--- src/rtl/wb_regfile.sv ---
// Write-back select and 32 x DATA_W integer register file with a committed-write counter.
// Optional WB_BYPASS_EN macro makes the read ports return a same-cycle pending commit.
module wb_regfile #(
    parameter int unsigned DATA_W = 64,
    parameter int unsigned CNT_W  = 32
) (
    input  logic              clk,
    input  logic              reset,
    input  logic              MEM_WB_RegWrite,
    input  logic              MEM_WB_MemToReg,
    input  logic [DATA_W-1:0] MEM_WB_ReadData,
    input  logic [DATA_W-1:0] MEM_WB_ALU_Result,
    input  logic [4:0]        MEM_WB_RD,
    input  logic [4:0]        IF_ID_RS1,
    input  logic [4:0]        IF_ID_RS2,
    output logic [DATA_W-1:0] ReadData1,
    output logic [DATA_W-1:0] ReadData2,
    output logic [DATA_W-1:0] WB_WriteData,
    output logic [CNT_W-1:0]  WB_Count
);

    logic [DATA_W-1:0] regs_q [32];
    logic [CNT_W-1:0]  count_q;
    logic              commit;

    assign WB_WriteData = MEM_WB_MemToReg ? MEM_WB_ReadData : MEM_WB_ALU_Result;

    // Gated on reset so the bypass path can never leak a write while reset is held.
    assign commit = reset && MEM_WB_RegWrite && (MEM_WB_RD != 5'd0);

    always_ff @(posedge clk or negedge reset) begin
        if (!reset) begin
            for (int i = 0; i < 32; i++) begin
                regs_q[i] <= '0;
            end
            count_q <= '0;
        end else if (commit) begin
            regs_q[MEM_WB_RD] <= WB_WriteData;
            count_q           <= count_q + CNT_W'(1);
        end
    end

    assign WB_Count = count_q;

    always_comb begin
        ReadData1 = '0;
        if (reset && (IF_ID_RS1 != 5'd0)) begin
            ReadData1 = regs_q[IF_ID_RS1];
`ifdef WB_BYPASS_EN
            if (commit && (MEM_WB_RD == IF_ID_RS1)) begin
                ReadData1 = WB_WriteData;
            end
`endif
        end
    end

    always_comb begin
        ReadData2 = '0;
        if (reset && (IF_ID_RS2 != 5'd0)) begin
            ReadData2 = regs_q[IF_ID_RS2];
`ifdef WB_BYPASS_EN
            if (commit && (MEM_WB_RD == IF_ID_RS2)) begin
                ReadData2 = WB_WriteData;
            end
`endif
        end
    end

endmodule

--- config.mk ---
export PLATFORM = sky130hd
export DESIGN_NAME = wb_regfile
export DESIGN_NICKNAME = d
export VERILOG_FILES = /design/src/rtl/wb_regfile.sv
export SDC_FILE = /design/constraint.sdc
export NUM_CORES = 2
export LEC_CHECK = 0
export BUFFER_PORTS_ARGS = -buffer_cell sky130_fd_sc_hd__buf_4
export CORE_MARGIN = 4
export CORE_UTILIZATION = 50
export CTS_CLUSTER_SIZE = 14
export DETAILED_ROUTE_END_ITERATION = 8
export PLACE_DENSITY = 0.72
export SKIP_LAST_GASP = 1
export SLEW_MARGIN = 20
export SYNTH_ARGS = -nofsm -noshare
export SYNTH_HDL_FRONTEND = slang
export SYNTH_SLANG_ARGS = --single-unit
--- constraint.sdc ---
create_clock -name clk -period 1.8 [get_ports clk]
set_input_delay 0.09 -clock clk [delete_from_list [all_inputs] [get_ports clk]]
set_output_delay 0.09 -clock clk [all_outputs]
set_load 0.03 [all_outputs]
==> run_results.csv <==
group,metric,value,unit
worst_setup_path,slowest_delay,0.52,ns
timing,slew_violations,0,
worst_setup_path,r2r_setup_slack,-0.12,ns
worst_setup_path,crit_path_start_kind,"flop",
cts,root_buffer,"clkbuf_16",
placed_design,globalplace.congestion,0.912,
synth,yosysTopAreaCell,"dfrtp_1",
worst_setup_path,crit_arrival,2.66,ns
cts,cts.sinks,2080,
worst_setup_path,crit_path_cell_trace,"buf_4, mux4_2, a22oi_2, nand4_1, buf_6",
synth,synthCells,9606,
timing,period_share,153,%
grt,grt_pass1_wl,545000,um
grt,antenna_found_initial,4,
timing,worst_slack,-0.947,ns
worst_setup_path,critPathMaxFanout,3,
finish,area_growth,24.5,%
pwr,power_leakage,56.5,nW
floorplan,rows,167,
route,num_vias,86685,
pwr,power.density,1070,nW/um2
cts,path_clk_slew,0.06,ns
synth,syn-num-nets,9754,
floorplan,start_util,50.4,%
synth,ys_ff_latch,2080,
route,drc,0,
cts,cts_tree,"yes",
worst_setup_path,crit_family,"multiplexers",
timing,period_minus_slack,2.75,ns
grt,grt_overflow,0,
synth,synth_top_area_share,49.8,%
finish,final_common_cell,"dfrtp_1",
floorplan,core,208000,um2
route,drt_first_pass_iters,6,
flow_run,maxCapViolCount,0,
worst_setup_path,slowest_stage,"mux4_2",
pwr,ir_drop,0.00114,V
cts,cts_buffer_depth,3,
pwr,swShare,29.7,%
worst_setup_path,path_class,"flop to output port",
pwr,p_seq_share,44.4,%
synth,yosysSeqAreaShare,49.8,%
placed_design,portBuffers,370,
outcome,outcome,"finished with violations",
worst_setup_path,path_depth,5,
timing,rsz0062_at_grt,"true",
finish,final_cell_mix,"dfrtp_1 (2070), nor2_1 (1545), a21oi_1 (1536)",
pwr,p_sw,0.0415,W
cts,cts_max_level,4,
timing,max_freq,0.364,GHz
pwr,internal_power,0.0983,W
floorplan,fp.dieH,465,um
finish,final_nets,10329,
timing,finalSetupViolations,137,
synth,syn-cell-area,105000,um2
timing,hold_violations,0,
placed_design,dp_slack,-0.536,ns
floorplan,ioPinCount,371,
grt,grt_pass1_vias,88277,
synth,yosysWarnings,0,
finish,drive_gt1_share,28.0,%
synth,synth_cell_types,41,
worst_setup_path,critical_path_buf_inv_count,2,
timing,worst-slew-pin-transition,0.931,ns
cts,clkLatencyLatePin,0.89,ns
pwr,combPwrFrac,21.4,%
worst_setup_path,rr_worst_depth,5,
floorplan,dieArea,217000,um2
outcome,violations,"negative setup slack",
route,wl_per_cell,27.4,um
worst_setup_path,worstPathRequired,1.71,ns
route,wirelength,360000,um
grt,grtUsageTotal,32.9,%
route,vias_per_cell,6.59,
pwr,clockPowerShare,34.2,%
min_path,hp-class,"input pin to asynchronous set/reset pin",
timing,fin_worst_skew,0.0309,ns
grt,grt_max_degree,139,
synth,synth.avg_cell_area,10.9,um2
cts,numCtsBuffers,214,
floorplan,dieWidth,465,um
finish,fin_util,62.7,%
placed_design,hpwl,232000,um
timing,slew_headroom,37.9,%
route,drtAntennaViolNets,0,
worst_setup_path,worstSetupEndpointType,"output port",
route,drt_iter0_drc,11389,
synth,synth.area.top_cells,"dfrtp_1 (50%), mux4_2 (17%), a21oi_1 (7.3%)",
sequential cells by signal, summed over array words and instances (netlist names):
| signal | count |
|---|---|
| regs_q | 2048 |
| WB_Count | 32 |
worst register-to-register path, delay by kind of cell, from the launching register on:
kind	cells	cell delay [ns]
and+or+nand+nor	4	1.22
DFF	1	0.39
xor gates and xnor gates	1	0.21
kinds of logic after synthesis:
kind of cell,count (synthesis),synth area share (%)
and+or+nand+nor,2374,9.22
xor gates and xnor gates,31,0.260
AOI/OAI and AO/OA,2627,14.1
muxes,1344,22.0
adders and majority gates,1,0.0120
DFF,2080,49.8
buffers and inverters,1149,4.58
power by group through the flow:
stage                     Combinational [W]  Clock [W]  Sequential (W)
final                                0.0299     0.0477          0.0621
after global routing                 0.0325     0.0501          0.0629
after CTS                            0.0292     0.0480          0.0617
after detailed placement             0.0272          0          0.0624
after global placement               0.0261          0          0.0616
after floorplan                      0.0189          0          0.0602
cell usage after synthesis:
library cell,count
dfrtp_1,2080
nand3_1,143
buf_1,67
nand3b_1,2
o41ai_4,1
nand4_1,140
a21oi_1,1536
xnor2_1,26
and4_1,1
nand2b_1,10
nand4_2,1
ha_1,1
or4_4,1
and3_1,4
nand2_1,467
a22o_1,2
o21ai_0,450
clkbuf_1,632
buf_2,380
nor3_1,4
nor4bb_1,1
nor3b_1,3
nand4b_1,1
nor4_2,2
xor2_1,5
and4b_1,2
and2_1,5
nor2_1,1566
o2111ai_1,1
mux2_2,1
or2_2,1
inv_1,69
or3_2,1
nor2b_1,5
a22oi_1,637
mux2i_1,576
and4bb_2,1
mux4_2,767
clkbuf_2,1
nor4_4,1
nor4_1,12
timing repair:
item,4_1_cts,5_1_grt
gates resized for setup,378,98
setup buffers,56,64
gates cloned,0,1
setup endpoints to repair,140,302
hold endpoints to repair,3078,109
hold buffers,173,4
pin swaps,349,140
per-layer routing:
layer / vias up / track usage (%) / routed length (um)
li1: 36026 / - / -
met1: 43613 / 42.4 / 131000
met2: 5725 / 50.3 / 165000
met3: 1315 / 8.68 / 40000
met4: 6 / 19.6 / 23600
met5: - / 0 / 36
final timing paths:
path	start	end
worst max register to register	WB_Count[7]	WB_Count[31]
worst min-delay path	reset	regs_q[1149]
worst max-delay path	regs_q[18]	ReadData1[18]
max in group asynchronous	reset	regs_q[1049]
worst min register to register	regs_q[2046]	regs_q[2046]
min in group clk	MEM_WB_ALU_Result[29]	regs_q[1245]
final cells by class:
type	count	area, um2
Antenna cell	3	7.51
Clock buffer	287	6120
Clock inverter	113	1430
Fill cell	15411	77500
Inverter	69	259
Multi-Input combinational cell	6377	50100
Sequential cell	2080	52100
Tap cell	2788	3490
Timing Repair Buffer	1439	16800
stage by stage:
step / TNS [ns] / hold WS (ns) / power (W) / area, um2 / std cells
5_1_grt: -97.73 / 0.0586 / 0.145 / 130000 / 13153
4_1_cts: -130.70 / 0.162 / 0.139 / 129000 / 13089
2_1_floorplan: -0.811 / -0.206 / 0.0792 / 105000 / 9606
3_5_place_dp: -46.61 / 0.0545 / 0.0896 / 118000 / 12467
6_report: -88.76 / 0.0411 / 0.140 / 130000 / 13156
3_3_place_gp: -38.34 / 0.0551 / 0.0877 / 118000 / 12467
Power figures use the tool's default switching activity.
